`config.mk`:
```
export PLATFORM = sky130hd
export DESIGN_NAME = memory_unit
export DESIGN_NICKNAME = d
export VERILOG_FILES = /design/src/rtl/memory_unit_pkg.sv /design/src/rtl/load_store_aligner.sv /design/src/rtl/memory_unit.sv
export SDC_FILE = /design/constraint.sdc
export NUM_CORES = 1
export LEC_CHECK = 0
export BUFFER_PORTS_ARGS = -buffer_cell sky130_fd_sc_hd__buf_2
export CORE_MARGIN = 10
export CORE_UTILIZATION = 40
export CTS_CLUSTER_SIZE = 16
export DETAILED_ROUTE_END_ITERATION = 12
export PLACE_DENSITY_LB_ADDON = 0.3
export RECOVER_POWER = 50
export SLEW_MARGIN = 20
export SYNTH_ARGS = -nofsm -noshare
export SYNTH_HDL_FRONTEND = slang
export SYNTH_SLANG_ARGS = --single-unit
```
`constraint.sdc`:
```
create_clock -name clock -period 1.6 [get_ports clock]
set_input_delay 0.08 -clock clock [delete_from_list [all_inputs] [get_ports clock]]
set_output_delay 0.08 -clock clock [all_outputs]
set_load 0.01 [all_outputs]
```
`src/rtl/memory_unit_pkg.sv`:
```
// Shared types and constants for the memory_unit sequencer and its aligner.
package memory_unit_pkg;

  typedef enum logic [1:0] {
    Fetch,
    Data,
    Done
  } mem_unit_state_t;

  localparam logic [31:0] NopInstruction = 32'h00000013;

  function automatic int offset_width(input int data_size);
    return $clog2(data_size / 8);
  endfunction

endpackage

```
`src/rtl/load_store_aligner.sv`:
```
// Combinational lane steering: store data/byte-enable shifting, load shift,
// size masking and sign/zero extension.
module load_store_aligner
  import memory_unit_pkg::*;
#(
  parameter int DATA_SIZE = 32,
  parameter int OW        = offset_width(DATA_SIZE)
) (
  input  logic [OW-1:0]          i_offset,
  input  logic [DATA_SIZE/8-1:0] i_byte_en,
  input  logic                   i_mem_signed,
  input  logic [DATA_SIZE-1:0]   i_wr_data,
  input  logic [DATA_SIZE-1:0]   i_bus_rd_data,
  output logic [DATA_SIZE/8-1:0] o_bus_sel,
  output logic [DATA_SIZE-1:0]   o_bus_wr_data,
  output logic [DATA_SIZE-1:0]   o_rd_data
);

  localparam int NB = DATA_SIZE / 8;
  localparam int CW = $clog2(NB) + 1;

  logic [DATA_SIZE-1:0] w_shifted;
  logic [CW-1:0]        w_cnt;
  logic                 w_ext;

  always_comb begin
    // Lanes pushed past the bus width fall off the top.
    o_bus_sel     = i_byte_en << i_offset;
    o_bus_wr_data = i_wr_data << {i_offset, 3'b000};
    w_shifted     = i_bus_rd_data >> {i_offset, 3'b000};
    w_cnt = '0;
    for (int i = 0; i < NB; i++) w_cnt = w_cnt + CW'(i_byte_en[i]);
    w_ext = 1'b0;
    for (int i = 0; i < NB; i++)
      if (int'(w_cnt) == i + 1) w_ext = w_shifted[8*i+7];
    w_ext = w_ext & i_mem_signed;
    o_rd_data = '0;
    for (int i = 0; i < NB; i++)
      o_rd_data[8*i +: 8] = (i < int'(w_cnt)) ? w_shifted[8*i +: 8] : {8{w_ext}};
  end

endmodule

```
`src/rtl/memory_unit.sv`:
```
// Fetch/data sequencer onto one shared bus; stalls the core via mem_busy.
// Optional one-entry instruction buffer: MEMORY_UNIT_INST_BUFFER_EN.
module memory_unit
  import memory_unit_pkg::*;
#(
  parameter int DATA_SIZE = 32
) (
  input  logic                   clock,
  input  logic                   reset,
  input  logic [DATA_SIZE-1:0]   inst_mem_addr,
  output logic [31:0]            inst,
  input  logic                   rd_en,
  input  logic                   wr_en,
  input  logic [DATA_SIZE/8-1:0] mem_byte_en,
  input  logic                   mem_signed,
  input  logic [DATA_SIZE-1:0]   data_mem_addr,
  input  logic [DATA_SIZE-1:0]   wr_data,
  output logic [DATA_SIZE-1:0]   rd_data,
  output logic                   mem_busy,
  output logic                   bus_stb,
  output logic                   bus_we,
  output logic [DATA_SIZE-1:0]   bus_addr,
  output logic [DATA_SIZE/8-1:0] bus_sel,
  output logic [DATA_SIZE-1:0]   bus_wr_data,
  input  logic [DATA_SIZE-1:0]   bus_rd_data,
  input  logic                   bus_ack
);

  localparam int NB = DATA_SIZE / 8;
  localparam int OW = offset_width(DATA_SIZE);
  localparam logic [DATA_SIZE-1:0] AlignMask = ~DATA_SIZE'(NB - 1);

  mem_unit_state_t      r_state, w_next;
  logic [31:0]          r_inst;
  logic [DATA_SIZE-1:0] r_rd_data;
  logic [NB-1:0]        w_sel;
  logic [DATA_SIZE-1:0] w_wr_shift, w_rd_ext;
  logic [31:0]          w_fetch_word, w_buf_inst;
  logic                 w_buf_hit;
  logic                 w_unused_pc;

  assign w_unused_pc = ^inst_mem_addr[1:0];

  load_store_aligner #(.DATA_SIZE(DATA_SIZE), .OW(OW)) u_aligner (
    .i_offset     (data_mem_addr[OW-1:0]),
    .i_byte_en    (mem_byte_en),
    .i_mem_signed (mem_signed),
    .i_wr_data    (wr_data),
    .i_bus_rd_data(bus_rd_data),
    .o_bus_sel    (w_sel),
    .o_bus_wr_data(w_wr_shift),
    .o_rd_data    (w_rd_ext)
  );

  generate
    if (DATA_SIZE == 64) begin : g_w64
      assign w_fetch_word = inst_mem_addr[2] ? bus_rd_data[DATA_SIZE-1 -: 32] : bus_rd_data[31:0];
    end else begin : g_w32
      assign w_fetch_word = bus_rd_data[31:0];
    end
  endgenerate

`ifdef MEMORY_UNIT_INST_BUFFER_EN
  logic                 r_buf_vld;
  logic [DATA_SIZE-3:0] r_buf_waddr;
  logic [31:0]          r_buf_inst;

  assign w_buf_hit  = r_buf_vld && (r_buf_waddr == inst_mem_addr[DATA_SIZE-1:2]);
  assign w_buf_inst = r_buf_inst;

  always_ff @(posedge clock or negedge reset) begin
    if (!reset) begin
      r_buf_vld   <= 1'b0;
      r_buf_waddr <= '0;
      r_buf_inst  <= NopInstruction;
    end else if (r_state == Fetch && !w_buf_hit && bus_ack) begin
      r_buf_vld   <= 1'b1;
      r_buf_waddr <= inst_mem_addr[DATA_SIZE-1:2];
      r_buf_inst  <= w_fetch_word;
    end else if (r_state == Data && bus_ack && wr_en &&
                 r_buf_waddr == data_mem_addr[DATA_SIZE-1:2]) begin
      // A store over the buffered word makes the copy stale.
      r_buf_vld <= 1'b0;
    end
  end
`else
  assign w_buf_hit  = 1'b0;
  assign w_buf_inst = NopInstruction;
`endif

  always_comb begin
    w_next      = r_state;
    bus_stb     = 1'b0;
    bus_we      = 1'b0;
    bus_addr    = '0;
    bus_sel     = '0;
    bus_wr_data = '0;
    case (r_state)
      Fetch: begin
        bus_stb  = ~w_buf_hit;
        bus_sel  = '1;
        bus_addr = inst_mem_addr & AlignMask;
        if (w_buf_hit || bus_ack) w_next = (rd_en | wr_en) ? Data : Done;
      end
      Data: begin
        bus_stb     = 1'b1;
        bus_we      = wr_en;
        bus_addr    = data_mem_addr & AlignMask;
        bus_sel     = w_sel;
        bus_wr_data = w_wr_shift;
        if (bus_ack) w_next = Done;
      end
      Done:    w_next = Fetch;
      default: w_next = Fetch;
    endcase
    // State already sits in Fetch during reset; keep the strobe quiet until release.
    bus_stb = bus_stb & reset;
  end

  always_ff @(posedge clock or negedge reset) begin
    if (!reset) begin
      r_state   <= Fetch;
      r_inst    <= NopInstruction;
      r_rd_data <= '0;
    end else begin
      r_state <= w_next;
      if (r_state == Fetch) begin
        if (w_buf_hit)    r_inst <= w_buf_inst;
        else if (bus_ack) r_inst <= w_fetch_word;
      end
      if (r_state == Data && bus_ack && rd_en && !wr_en) r_rd_data <= w_rd_ext;
    end
  end

  assign mem_busy = (r_state != Done);
  assign inst     = r_inst;
  assign rd_data  = r_rd_data;

endmodule

```
# == Word level (Yosys, flattened, before mapping) ==
# Index checks and enable logic that the tools add are counted.
# totals
input_bits,138
reg_bits,66
output_inout_bits,135
word_cells,49
# classes
n_eq_ne,8
shift,3
addsub,3
reduce_logical,8
n_lt_le_gt_ge,4
bitwise,3
n_mux,17
# ops
cell,n
$pmux W32 S2,1
$mux W32,1
$mux W8,4
$shl A32 B5 Y32,1
$shr A32 B5 Y32,1
$eq A3 B3 Y1 const B,3
$pmux W4 S2,1
$add A3 B1 Y3,2
$lt A1 B3 Y1 const A,2
$lt A2 B3 Y1 const A,2
$mux W1,6
$mux W2,3
$ne A2 B2 Y1 const B,3
$pmux W2 S2,1
$reduce_and A2 Y1,2
$shl A4 B2 Y4,1
$eq A3 B2 Y1 const B,1
$logic_and A1 B1 Y1,3
$add A1 B1 Y2,1
$and A1 B1 Y1,2
$eq A2 B1 Y1 const B,1
$logic_not A2 Y1,1
$reduce_or A2 Y1,1
$logic_not A1 Y1,1
$or A1 B1 Y1,1

# == Depth between registers and ports, before layout ==
# logic_depth
depth_word,10
ltp_mapped,10
ltp_nobuf,10

# == Cells and area by module ==
# Synthesis repeated with hierarchy kept, for this count alone.
# hier_totals
hier_cells,485
area_unflattened_um2,4895.9
# modules_own_cells
mod,n_inst,seq_area_each_um2,cells_per_inst,area_each_um2
memory_unit,1,1655.3,262,3331.9
load_store_aligner,1,0.0,223,1564.0

# == Worst setup path before layout ==
# OpenSTA, ideal clock, no wires.
# synth_timing
kind,input to register
start,in mem_byte_en[0]
end,reg r_rd_data[23] (netlist: rd_data[23])
path_buffers,0
path_slack_ps,-565
path_stages,9
required_ps,1479
t_arrival_ps,2044
path_cell_list,ha_1 inv_1 fa_1 ha_1 and2_1 o21ai_1 or3_1 o211a_4 a21oi_2
# synth_between
elab_chain_cells,10
word_cells_on_any_way,14
classes_between,3 x add/sub; 1 x order compare; 4 x eq/ne; 5 x mux; 1 x bitwise
# synth_rtl
element,line,rtl
"start, declared",memory_unit.sv:14,"input logic [DATA_SIZE/8-1:0] mem_byte_en,"
$add A1 B1 Y2 (*),load_store_aligner.sv:32,for (int i = 0; i < NB; i++) w_cnt = w_cnt + CW'(i_byte_en[i]);
$add A3 B1 Y3 (*) (2 in series),load_store_aligner.sv:32,
$eq A3 B2 Y1,load_store_aligner.sv:35,if (int'(w_cnt) == i + 1) w_ext = w_shifted[8*i+7];
$mux W1 (4 in series),load_store_aligner.sv:35,
$and A1 B1 Y1,load_store_aligner.sv:36,w_ext = w_ext & i_mem_signed;
$mux W8 (*),load_store_aligner.sv:39,o_rd_data[8*i +: 8] = (i < int'(w_cnt)) ? w_shifted[8*i +: 8] : {8{w_ext}};
"end signal, assigned",memory_unit.sv:131,if (r_state == Data && bus_ack && rd_en && !wr_en) r_rd_data <= w_rd_ext;
"end, declared",memory_unit.sv:35,logic [DATA_SIZE-1:0] r_rd_data;
# Mark *: on every way between the ends. The rest lies on a longest branch, timed or not.
# A chain may end at the register's enable or synchronous reset.

# == Worst setup path after layout ==
# layout_timing
start,in mem_byte_en[1]
end,reg r_rd_data[16] (netlist: rd_data[16])
# Same word-level chain as after synthesis.

==> metrics.txt <==
status complete, but fails checks; failing checks negative setup slack; Placed Instances 882; worst min path class input pin to flop; antenna viol nets, final 0; number of global-route vias before repair 5017; grt ovf 0; WL final 18500 um; Critical Path, Cell by Cell buf_8 > ha_4 > inv_2 > fa_2 > ha_4 > and2_4 > a32oi_4 > or3_4 > o211a_4 > a21oi_2; initial core utilization 0.408; total track usage 0.223; setup slack at placement -0.807 ns; Synth top area share 0.358; Crit Path Class input pin to flop; Fillers 946; critical path's slowest cell or3_4; chip height 125 um; fin nets 912; Reg2Reg Depth 4; final worst slack -0.280 ns; fin. max-slew vios 0; Sink Count 66; syn avg cell area 9.31 sq um; # DRC 0; antenna violations before repair 2; Top delay family on crit path adder cells; critical path depth 10; Synth Flop Type dfrtp_1; detailed router's first-iteration violation count 310; setup TNS -7.51 ns; Worst slew margin 0.384; reg2reg end rd_data[24]; H-tree levels 3; GP Congestion 0.968; critical path launch point mem_byte_en[1]; cts bufs inserted 9; Yosys reg bits 66; WL/cell 20.2 um; main area contributors after synthesis dfrtp_1 (36%), mux2i_1 (14%), mux2_2 (11%); final hold viol count 0; Finished Cell Area 6650 sq um; Final Cycle Share 1.17; # IOs 273; row count 38; synthesis-to-finish area growth 51.0%; crit path time final 1.88 ns; commonest cells after routing, fill and taps aside buf_2 (222), nor2_1 (94), dfrtp_1 (62); Vias 4745; clock latency on the worst-skew pair 0.34 ns; Max IR drop VDD 895 uV; CP Capture Point rd_data[16]; Async SR Flop Fraction 1.00; PortBufs 268; slowest stage delay, CP 0.39 ns; Cell variety after synth 46; Seq/Total Area, Yosys 0.376; worst reg2reg startpoint r_state[0]; crit path capture type flop; Pleak 0.00326 uW; Max Freq 0.532 GHz; total core area 10800 sq um; number of synthesized flops with an enable pin 0; via/cell ratio 5.18; Synth Instances 473; CP bufs+invs 2; Die ar. 15600 sq um; Placed Area 6120 sq um; RSZ-0062 raised after global routing yes; dpl hpwl 15100 um; area leader, netlist dfrtp_1; Final Skew 0.00758 ns; CP Max Fanout 8; clock buffer depth 2; CTS tree built; Crit path top cell by count ha_4; largest net degree at the start of global routing 67; first-pass GRT wire length 28400 um; fraction of layout cells with a size suffix above 1 0.493; Crit path required time 1.87 ns; Max-cap violations 0; Worst-path clk slew 0.07 ns; Setup Viol. Count Final 35; Synth Warn # 0; PD cells 1050 nW/um^2; commonest non-fill, non-tap cell in the layout buf_2; WP data arrival 2.15 ns; Reg2Reg Setup Slack 0.01 ns; Pwr Total 6980 uW; Pre-antenna DRT Iters 4; CTS Root Cell clkbuf_8; Die X 125 um; Slew @ Worst Pin 0.924 ns; fin cells 916; CP Launch Type input pin; Synth Cell Area 4410 sq um
per-layer routing:
| metal | track usage | part of all wire | vias up |
|---|---|---|---|
| met5 | 0 | 0.00070 | - |
| met4 | 0.0603 | 0.016 | 2 |
| met3 | 0.0638 | 0.067 | 21 |
| met2 | 0.395 | 0.51 | 184 |
| met1 | 0.259 | 0.40 | 2288 |
| li1 | - | - | 2250 |
worst register-to-register path, stage by stage (launching register included):
cell and delay (ns):
dfrtp_2 0.46, nand2b_4 0.09, buf_4 0.16, o41ai_4 0.60, a21oi_1 0.13
cells in the mapped netlist, types with 2 or more instances:
cell type,n
o211ai_1,8
dfrtp_1,63
mux2i_1,62
ha_1,3
inv_1,9
nor2b_1,11
nor3_1,2
a21oi_1,29
mux2_2,43
nor3b_1,2
and2_1,9
a32oi_1,2
a21oi_2,8
clkbuf_1,13
nand2_1,28
nor2_1,99
buf_4,4
dfstp_2,3
a211oi_1,16
o22a_1,8
nand2b_1,4
a31oi_1,8
buf_2,16
cell families (layout without fill, tap and decap cells):
family | Yosys count | count (layout) | synth area share
compound gates | 88 | 88 | 0.144
fa+ha+maj | 4 | 4 | 0.0131
buf+inv | 45 | 346 | 0.0480
xor+xnor | 1 | 1 | 0.00199
flops | 66 | 66 | 0.376
other cells | 1 | 3 | 0.000851
simple gates | 163 | 163 | 0.166
mux | 105 | 105 | 0.251
repair_timing:
action / CTS / global route
hold buffers: 11 / 1
endpoints found under the setup margin: 90 / 67
setup buffers: 4 / 1
resized for setup: 30 / 25
gates cloned: 1 / 0
pin swaps: 18 / 7
hold endpoints to repair: 73 / 1
metrics by stage:
stage / hold WS [ns] / utilization
2_1_floorplan: -0.216 / -
3_3_place_gp: 0.217 / 0.567
3_5_place_dp: 0.228 / 0.567
4_1_cts: 0.00192 / 0.611
5_1_grt: 0.000426 / 0.616
6_report: 0.0133 / 0.616
cell type report:
cell class                 instances  area (sq um)  share of cell area
antenna                            1          2.50            0.000376
clock buffer                      11           141              0.0213
clock inverter                     5          30.0             0.00452
inverter                          10          41.3             0.00621
multi-input combinational        363          2740               0.412
sequential                        66          1660               0.249
tap                              140           175              0.0263
timing repair buffer             320          1860               0.280
registers in the layout, summed over array words and instances (netlist names):
signal / cells
rd_data: 32
inst: 32
r_state: 2
power breakdown:
group,internal (uW),leakage (uW),switching (uW)
Sequential,2250,0.000770,329
Combinational,1450,0.00240,1730
Clock,596,0.0000851,635
how the worst min path moves through the flow:
stage	from	cells after the start	end	slack [ns]
2_1_floorplan	reset	0	inst[10]	-0.22
3_3_place_gp	reset	2	rd_data[28]	0.22
3_5_place_dp	reset	2	rd_data[25]	0.23
4_1_cts	bus_rd_data[2]	2	inst[2]	0.002
5_1_grt	bus_rd_data[10]	2	inst[10]	0.0004
6_report	bus_rd_data[10]	2	inst[10]	0.01
No activity file was read; power rests on OpenSTA's default activity.
